File: config.mk
export PLATFORM = sky130hd
export DESIGN_NAME = dna_decode_stream
export DESIGN_NICKNAME = d
export VERILOG_FILES = /design/src/rtl/dna_pkg.sv /design/src/rtl/dna_decode_stream.sv
export SDC_FILE = /design/constraint.sdc
export NUM_CORES = 1
export LEC_CHECK = 0
export CORE_UTILIZATION = 41
export CTS_CLUSTER_SIZE = 14
export DETAILED_ROUTE_END_ITERATION = 10
export PLACE_DENSITY = 0.65
export SYNTH_ARGS = -nofsm -noshare
export SYNTH_HDL_FRONTEND = slang
export SYNTH_SLANG_ARGS = --single-unit
File: constraint.sdc
create_clock -name clk -period 5.1 [get_ports clk]
set_clock_uncertainty 0.1 [all_clocks]
set_input_delay 1.02 -clock clk [delete_from_list [all_inputs] [get_ports clk]]
set_output_delay 1.02 -clock clk [all_outputs]
set_load 0.03 [all_outputs]
File: src/rtl/dna_pkg.sv
`default_nettype none
// ============================================================================
//  Module  : dna_pkg
//  Purpose : Shared DNA base code map. The 2-bit base codes and their ASCII
//            characters are defined here once, so the encoder and the
//            decoder cannot disagree about the mapping.
//  Contents: base_t, BASE_A/T/G/C, ASCII_A/T/G/C, base_to_ascii()
//  Revision: 1.0  initial release
// ============================================================================
package dna_pkg;

    typedef logic [1:0] base_t;

    localparam base_t BASE_A = 2'b00;
    localparam base_t BASE_T = 2'b01;
    localparam base_t BASE_G = 2'b10;
    localparam base_t BASE_C = 2'b11;

    localparam logic [7:0] ASCII_A = 8'h41;
    localparam logic [7:0] ASCII_T = 8'h54;
    localparam logic [7:0] ASCII_G = 8'h47;
    localparam logic [7:0] ASCII_C = 8'h43;

    // Every 2-bit code is a legal base, so the map is total.
    function automatic logic [7:0] base_to_ascii(input base_t b);
        logic [7:0] ch;
        case (b)
            BASE_A:  ch = ASCII_A;
            BASE_T:  ch = ASCII_T;
            BASE_G:  ch = ASCII_G;
            default: ch = ASCII_C;
        endcase
        return ch;
    endfunction

endpackage : dna_pkg
`default_nettype wire

File: src/rtl/dna_decode_stream.sv
`default_nettype none
// ============================================================================
//  Module  : dna_decode_stream
//  Purpose : Loads one packed 2-bit-per-base sequence and streams it out as
//            ASCII characters, one per valid/ready beat, counting each base
//            type and publishing the totals when the sequence completes.
//  Ports   : clk, reset                    clock, synchronous active-high reset
//            seq, seq_valid, seq_ready     sequence load handshake
//            char_data, char_valid,
//            char_ready, char_last         character output stream
//            done                          pulse after the last character beat
//            count_a/t/g/c                 per-base totals of last sequence
//  Revision: 1.0  initial release
// ============================================================================
module dna_decode_stream #(
    parameter  int LEN = 7,
    localparam int CW  = $clog2(LEN + 2)
) (
    input  logic                 clk,
    input  logic                 reset,
    input  logic [0:LEN][0:1]    seq,
    input  logic                 seq_valid,
    output logic                 seq_ready,
    output logic [7:0]           char_data,
    output logic                 char_valid,
    input  logic                 char_ready,
    output logic                 char_last,
    output logic                 done,
    output logic [CW-1:0]        count_a,
    output logic [CW-1:0]        count_t,
    output logic [CW-1:0]        count_g,
    output logic [CW-1:0]        count_c
);

    import dna_pkg::*;

    localparam int            IW         = (LEN > 0) ? $clog2(LEN + 1) : 1;
    localparam logic [IW-1:0] c_last_idx = IW'(LEN);

    localparam logic [0:0] c_st_idle   = 1'b0;
    localparam logic [0:0] c_st_stream = 1'b1;

    logic [0:0]          r_state;
    logic [0:LEN][0:1]   r_buf;
    logic [IW-1:0]       r_idx;
    logic                r_done;
    // Working counters accumulate during the stream; r_count only changes
    // at completion, so the outputs stay stable between sequences.
    logic [CW-1:0]       r_work  [0:3];
    logic [CW-1:0]       r_count [0:3];

    logic [CW-1:0]       w_work_next [0:3];
    base_t               w_base;
    logic                w_beat;
    logic                w_last;

    assign w_base = r_buf[r_idx];
    assign w_beat = (r_state == c_st_stream) && char_ready;
    assign w_last = (r_idx == c_last_idx);

    // Next working counts including the current beat; also the value
    // published on the final beat so that beat is not lost.
    always_comb begin
        w_work_next = r_work;
        if (w_beat) begin
            w_work_next[w_base] = r_work[w_base] + 1'b1;
        end
    end

    always_ff @(posedge clk) begin
        if (reset) begin
            r_state <= c_st_idle;
            r_buf   <= '0;
            r_idx   <= '0;
            r_done  <= 1'b0;
            r_work  <= '{default: '0};
            r_count <= '{default: '0};
        end else begin
            r_done <= 1'b0;
            case (r_state)
                c_st_idle: begin
                    if (seq_valid) begin
                        r_buf   <= seq;
                        r_idx   <= '0;
                        r_work  <= '{default: '0};
                        r_state <= c_st_stream;
                    end
                end
                c_st_stream: begin
                    if (char_ready) begin
                        r_work <= w_work_next;
                        if (w_last) begin
                            r_state <= c_st_idle;
                            r_count <= w_work_next;
                            r_done  <= 1'b1;
                        end else begin
                            r_idx <= r_idx + 1'b1;
                        end
                    end
                end
                default: r_state <= c_st_idle;
            endcase
        end
    end

    assign seq_ready  = (r_state == c_st_idle) && !reset;
    assign char_valid = (r_state == c_st_stream);
    assign char_data  = char_valid ? base_to_ascii(w_base) : 8'h00;
    assign char_last  = char_valid && w_last;
    assign done       = r_done;
    assign count_a    = r_count[BASE_A];
    assign count_t    = r_count[BASE_T];
    assign count_g    = r_count[BASE_G];
    assign count_c    = r_count[BASE_C];

endmodule : dna_decode_stream
`default_nettype wire
==> metrics.md, run 1 <==
| Metric | Value |
|---|---|
| Switching share of power | 25.2% |
| Max-slew violation count | 0 |
| Pre-CTS WS | 1.25 ns |
| Arrival @ worst endpoint | 3.04 ns |
| Final Hold Vio Count | 0 |
| Share of the synthesized area in the top cell type | 41.9% |
| Hpwl dp | 4210 µm |
| Sw Pwr | 199 µW |
| Largest net degree at the start of global routing | 21 |
| Seq cells post-synth | 53 |
| Share of layout cells above drive strength 1 | 5.37% |
| Hold Startpoint | count_g[0]$_SDFFE_PP0P_ |
| Vias in the first global route | 2078 |
| R2R cell count | 8 |
| CTS tree | built |
| Synth Area in Simple Gates | 16.4% |
| CTS sink cnt | 53 |
| Start of the worst register-to-register path | r_idx[0]$_SDFFE_PP0P_ |
| Post-synthesis mux area share | 9.98% |
| Status | finished, final reports clean |
| Pint | 589 µW |
| Met3 global-route usage | 4.32% |
| DR pass1 iterations | 4 |
| I/O Buffers | 44 |
| Initial antenna violation count | 0 |
| Static Leak | 1.17 nW |
| Crit Path Class | flop to output port |
| P&R area growth vs syn | 22.9% |
| First-pass GRT wire length | 9910 µm |
| CP startpoint kind | flop |
| Die W | 80.6 µm |
| Synth area leaders | dfxtp_1 42%, nand2_1 9.0%, a21oi_1 5.7%, mux2i_1 5.5%, ha_1 4.0% |
| Logic pwr share | 12.7% |
| Fillers | 598 |
| Antenna viol nets, final | 0 |
| Max Root-Sink Buffers | 2 |
| Hold WC Path Type | flop to flop |
| Total track usage | 20.0% |
| Max-Cap Viols | 0 |
| Final GP Congestion | 0.850 |
| First DRT Iteration DRCs | 113 |
| RSZ-0062 raised after global routing | false |
| Synth Area in Adders | 3.95% |
| Synth warn | 0 |
| Register cell area after layout | 0.00106 mm² |
| Synth area leader | dfxtp_1 |
| DR vias/cell | 5.28 |
| Total Wirelength | 5790 µm |
| Sequential Power Share | 55.0% |
| M2 GR Usage | 32.7% |
| Endpoints failing setup | 0 |
| Synthesized area per cell | 8.56 µm² |
| Critical path peak fanout | 11 |
| Most numerous cell in the Yosys netlist | nand2_1 |
| Root Driver | clkbuf_8 |
| Tcrit/Tclk final | 81.5% |
| PD cells | 253 mW/mm² |
| Synth cell types | 36 |
| Synth async-reset ratio | 0% |
| Busiest grt layer | met2 |
| Worst Hold Depth | 1 |
| PnR worst setup slack | 0.942 ns |
| Register area share after synthesis | 41.9% |
| Synth Area in XOR/XNOR | 4.15% |
| Placed cells | 402 |
| Cell count after synthesis | 296 |
| Die Area | 0.00650 mm² |
| Die Span Y | 80.6 µm |
| Max-Slew Margin vs Limit | 40.4% |
| Crit path required time | 3.98 ns |
| Maximum vdd ir drop | 0.000134 V |
| Post-synth EDFFs | 0 |
| Slew @ Worst Pin | 0.870 ns |
| Worst Setup End Kind | output port |
| Latest clock arrival within the worst-skew pair | 0.30 ns |
| Clock buffer count from CTS | 5 |
| Initial core utilization | 42.5% |
| Post-synthesis compound-gate area fraction | 19.2% |
| Core Rows | 28 |
| Grt total ovfl | 0 |
| Most frequent cells after synthesis | 61 x nand2_1, 53 x dfxtp_1, 29 x a21oi_1 |
| Synth Cell Area | 0.00253 mm² |
| Multi-input logic area | 0.00137 mm² |
| TNS Setup | 0 ns |
| M1 GR Usage | 25.7% |
| FF-to-FF setup slack | 2.14 ns |
| Cts repair resizes | 0 |
| Setup Fix Bufs, Post-CTS | 0 |
| Post-layout minimum cycle time | 4.16 ns |
| Core ar. | 0.00596 mm² |
| Routed vias | 2164 |
| Drc violations | 0 |
| WL per Instance | 14.1 µm |
| Final Non-Filler Cells | 410 |
| Clk pwr share | 32.3% |
| RR Endpoint | r_work[11]$_SDFFE_PP0P_ |
| IO Pins | 48 |
| Top_reg_cell synth | dfxtp_1 |
| Largest family of logic cells by synthesized area | compound AO/OA/AOI/OAI gates |
| Worst Hold End | count_g[0]$_SDFFE_PP0P_ |
| Number of diodes | 0 |
| Layout Nets | 362 |
| Clock slew seen by the registers of the worst setup and hold paths | 0.09 ns |
| H-tree depth | 2 |
| Fmax | 0.241 GHz |
| CTS Hold Bufs | 0 |
## sequential cells by signal, indices dropped and copies added, names as in the netlist
name	flops
count_t	4
count_g	4
char_valid	1
count_a	4
r_buf	16
count_c	4
r_idx	3
done	1
r_work	16
## power groups by stage
stage | clock (mW) | sequential [mW] | combinational (mW)
after global routing | 0.275 | 0.435 | 0.110
after floorplan | 0 | 0.439 | 0.0683
final | 0.254 | 0.433 | 0.100
after detailed placement | 0 | 0.443 | 0.100
after global placement | 0 | 0.443 | 0.0994
after CTS | 0.262 | 0.433 | 0.101
## layer usage
metal,wire [µm],vias up
met1,2750,994
met4,75,0
met3,229,8
met5,0,-
met2,2730,51
li1,-,1111
## cells by family after synthesis
family	after synthesis
AND/OR/NAND/NOR	97
AO/OA/AOI/OAI	82
flip-flops	53
multiplexers	19
other	1
XOR/XNOR	12
adder cells (fa/ha/maj)	8
buffers and inverters	24
## how the worst max path moves through the flow
stage	startpoint	end	slack (ns)	depth (start not counted)
global route	r_idx[0]$_SDFFE_PP0P_	char_data[4]	0.75	6
finish	r_idx[0]$_SDFFE_PP0P_	char_data[4]	0.94	6
global placement	r_idx[0]$_SDFFE_PP0P_	char_data[4]	1.30	6
CTS	r_idx[0]$_SDFFE_PP0P_	char_data[1]	0.91	5
detailed placement	r_idx[0]$_SDFFE_PP0P_	char_data[1]	1.25	5
floorplan	r_idx[0]$_SDFFE_PP0P_	char_data[0]	1.88	6
## per-stage QoR
stage | hold WS [ns] | power, mW | util, % | area (µm²)
after global placement | 0.336 | 0.542 | 50.6 | 3010
after detailed placement | 0.340 | 0.543 | 50.6 | 3010
after floorplan | 0.333 | 0.507 | - | 2540
final | 0.357 | 0.788 | 52.3 | 3110
after global routing | 0.370 | 0.820 | 52.3 | 3110
after CTS | 0.360 | 0.796 | 52.3 | 3110
## worst max-delay path: stages, from the launching register on
cell and delay [ns]:
dfxtp_1 0.58, mux4_2 0.58, mux2i_4 0.33, inv_4 0.14, ha_1 0.32, and2_1 0.19, clkdlybuf4s50_1 0.58
## layout make-up
class,instances,share of cell area (%)
inverter,6,0.804
timing repair buffer,47,14.9
sequential,53,34.1
clock inverter,1,0.161
tap,75,3.01
clock buffer,7,3.09
multi-input combinational,221,44.0
## cells in the final DEF, fill, tap and decap left out, drive strengths merged, types with 4 or more instances in the layout
cell type	n
nor2	11
o22ai	4
nand3	12
nand2	61
clkbuf	7
inv	6
xor2	8
mux4	4
a21o	5
dfxtp	53
xnor2	4
a22oi	8
ha	8
o21ai	22
mux2i	15
a21oi	29
clkdlybuf4s50	44
o31ai	6
Note: power is estimated with default switching activity, not from simulation.
==> run 2: changes to the inputs <==
==> constraint.sdc (replaced) <==
create_clock -name clk -period 4.36 [get_ports clk]
set_clock_uncertainty 0.1 [all_clocks]
set_input_delay 0.872 -clock clk [delete_from_list [all_inputs] [get_ports clk]]
set_output_delay 0.872 -clock clk [all_outputs]
set_load 0.03 [all_outputs]
==> run 2 against run 1 <==
Net effect: count of clock-buffer cells in the layout is the same; utilization grew 0.25 points; register-to-register slack lost 0.68 ns; clock power grew 34%; critical path depth shrank 1; first-iteration DRC count shrank 7.1%; critical endpoint is now char_data[1].
==> metrics.md, run 2 (synthesis gave the netlist of run 1 again) <==
| Metric | Value |
|---|---|
| Core Rows | 28 (unchanged) |
| Switching share of power | 24.0% (-1.2 points) |
| Vias in the first global route | 2039 (-1.9%) |
| Pint | 732 µW (+24%) |
| Clock buffer count from CTS | 5 (unchanged) |
| DR vias/cell | 5.33 (+0.92%) |
| Worst path slowest cell | clkdlybuf4s50_1 |
| RR Endpoint | r_work[10]$_SDFFE_PP0P_ |
| Share of layout cells above drive strength 1 | 5.07% (-0.30 points) |
| DR pass1 iterations | 4 (unchanged) |
| FF-to-FF setup slack | 1.46 ns (-0.68 ns) |
| CTS Hold Bufs | 0 (unchanged) |
| First DRT Iteration DRCs | 105 (-7.1%) |
| RSZ-0062 raised after global routing | false |
| Crit path required time | 3.39 ns (-0.59 ns) |
| Cts repair resizes | 0 (unchanged) |
| Hold WC Path Type | flop to flop |
| Multi-input logic area | 0.00137 mm² (unchanged) |
| Worst Setup End Kind | output port |
| IO Pins | 48 (unchanged) |
| Static Leak | 1.17 nW (+0.36%) |
| Final Core Density | 52.5% (+0.25 points) |
| Sw Pwr | 231 µW (+16%) |
| Sequential Power Share | 52.6% (-2.4 points) |
| Most frequent cells in the layout | 61 x nand2_1, 53 x dfxtp_1, 44 x clkdlybuf4s50_1 |
| Crit Path Class | flop to output port |
| Max-Cap Viols | 0 (unchanged) |
| PD cells | 308 mW/mm² (+22%) |
| CP Cell Sequence | mux4_2 -> mux2i_4 -> ha_1 -> o21a_1 -> clkdlybuf4s50_1 |
| Die Area | 0.00650 mm² (unchanged) |
| WL per Instance | 14.1 µm (-0.35%) |
| Worst Hold Depth | 1 (unchanged) |
| Final Hold Vio Count | 0 (unchanged) |
| CP startpoint kind | flop |
| Number of diodes | 0 (unchanged) |
| Layout Nets | 362 (unchanged) |
| Total Wirelength | 5770 µm (-0.35%) |
| Fillers | 600 (+0.33%) |
| Root Driver | clkbuf_8 |
| CTS sink cnt | 53 (unchanged) |
| Clk pwr share | 35.2% (+2.9 points) |
| Critical path peak fanout | 9 (-2) |
| First-pass GRT wire length | 9760 µm (-1.5%) |
| Logic pwr share | 12.2% (-0.5 points) |
| Slew @ Worst Pin | 0.873 ns (+0.00372 ns) |
| Final GP Congestion | 0.838 (-1.4%) |
| Setup Fix Bufs, Post-CTS | 0 (unchanged) |
| Post-layout minimum cycle time | 4.00 ns |
| I/O Buffers | 44 (unchanged) |
| Biggest regs | r_buf x16, r_work x16 |
| Worst Hold End | count_a[0]$_SDFFE_PP0P_ |
| Register cell area after layout | 0.00106 mm² (unchanged) |
| Core ar. | 0.00596 mm² (unchanged) |
| Max-Slew Margin vs Limit | 40.1% (-0.26 points) |
| Initial antenna violation count | 0 (unchanged) |
| Routed vias | 2184 (+0.92%) |
| CTS tree | built |
| Endpoints failing setup | 0 (unchanged) |
| Latest clock arrival within the worst-skew pair | 0.30 ns (about the same) |
| Fmax | 0.250 GHz |
| Clock slew seen by the registers of the worst setup and hold paths | 0.09 ns (about the same) |
| Largest delay share family, worst path | multiplexers |
| Hold Startpoint | count_a[0]$_SDFFE_PP0P_ |
| P&R area growth vs syn | 23.5% |
| CP peak stage delay | 0.67 ns (+0.09 ns) |
| Start of the worst register-to-register path | r_idx[0]$_SDFFE_PP0P_ |
| Leading cell type in the layout, fill and taps excluded | nand2_1 |
| Total track usage | 19.5% (-0.47 points) |
| Initial core utilization | 42.5% (unchanged) |
| Drc violations | 0 (unchanged) |
| Die Span Y | 80.6 µm (unchanged) |
| Worst Path Buf+Inv | 1 (-1) |
| Maximum vdd ir drop | 0.000187 V (+40%) |
| Tcrit/Tclk final | 91.8% |
| Largest net degree at the start of global routing | 31 (+48%) |
| Status | finished, final reports clean |
| TNS Setup | 0 ns (unchanged) |
| Max-slew violation count | 0 (unchanged) |
| Antenna viol nets, final | 0 (unchanged) |
| Max Root-Sink Buffers | 2 (unchanged) |
| Arrival @ worst endpoint | 3.03 ns (about the same) |
| Die W | 80.6 µm (unchanged) |
| H-tree depth | 2 (unchanged) |
| Hpwl dp | 4100 µm (-2.6%) |
| R2R cell count | 8 (unchanged) |
| Grt total ovfl | 0 (unchanged) |
-- run 2: cell count changes in the layout (fill, tap and decap cells not counted), sizes merged --
cell    previous run  this run
bufinv             0         1
clkinv             1         0
-- run 2: per-layer routing --
metal,vias to the layer above,wire length [µm],global-route usage (%)
li1,1110,-,-
met1,1016,2700,25.3
met2,51,2760,32.8
met3,7,239,3.18
met4,0,68,6.07
met5,-,0,0
-- run 2: area by class of cell --
class                           instances  share of cell area [%]
Timing Repair Buffer                   47                    14.8
Multi-Input combinational cell        221                    43.8
Inverter                                6                   0.800
Tap cell                               75                    3.00
Clock buffer                            7                    2.76
Clock inverter                          1                   0.960
Sequential cell                        53                    33.9
-- run 2: worst reg2reg max path, stage by stage (launching register included) --
cell and delay [ns]:
dfxtp_1 0.59, mux4_2 0.59, mux2i_4 0.34, inv_4 0.13, ha_1 0.31, nand3_1 0.19, nor3b_1 0.41, nand2_1 0.11
o21ai_1 0.08
-- run 2: how the worst max path moves through the flow --
| stage | startpoint | endpoint | slack (ns) | depth (start not counted) |
|---|---|---|---|---|
| 2_1_floorplan | r_idx[0]$_SDFFE_PP0P_ | char_data[0] | 1.29 | 6 |
| 3_3_place_gp | r_idx[0]$_SDFFE_PP0P_ | char_data[4] | 0.71 | 6 |
| 3_5_place_dp | r_idx[0]$_SDFFE_PP0P_ | char_data[4] | 0.67 | 6 |
| 4_1_cts | r_idx[0]$_SDFFE_PP0P_ | char_data[4] | 0.33 | 6 |
| 5_1_grt | r_idx[0]$_SDFFE_PP0P_ | char_data[4] | 0.19 | 6 |
| 6_report | r_idx[0]$_SDFFE_PP0P_ | char_data[1] | 0.36 | 5 |
-- run 2: metrics by stage --
stage / setup WS [ns] / area (µm²) / cells / power (mW) / hold slack (ns)
finish: 0.358 / 3130 / 410 / 0.964 / 0.355
global route: 0.195 / 3130 / 410 / 1.01 / 0.368
CTS: 0.327 / 3130 / 410 / 0.974 / 0.360
detailed placement: 0.675 / 3010 / 402 / 0.636 / 0.339
global placement: 0.713 / 3010 / 402 / 0.634 / 0.335
floorplan: 1.29 / 2540 / 298 / 0.593 / 0.333
-- run 2: power by group through the flow --
stage | clock [mW] | combinational (mW) | sequential [mW]
CTS | 0.349 | 0.118 | 0.507
global route | 0.368 | 0.128 | 0.509
global placement | 0 | 0.116 | 0.518
detailed placement | 0 | 0.118 | 0.518
floorplan | 0 | 0.0799 | 0.513
finish | 0.340 | 0.117 | 0.507
==> run 3: changes to the inputs <==
--- a/config.mk
+++ b/config.mk
@@ -6,7 +6,6 @@
 export NUM_CORES = 1
 export LEC_CHECK = 0
 export CORE_UTILIZATION = 41
-export CTS_CLUSTER_SIZE = 14
 export DETAILED_ROUTE_END_ITERATION = 10
 export PLACE_DENSITY = 0.65
 export SYNTH_ARGS = -nofsm -noshare
==> results of run 3 <==
No change in the layout: final DEF, timing and power equal those of run 2.
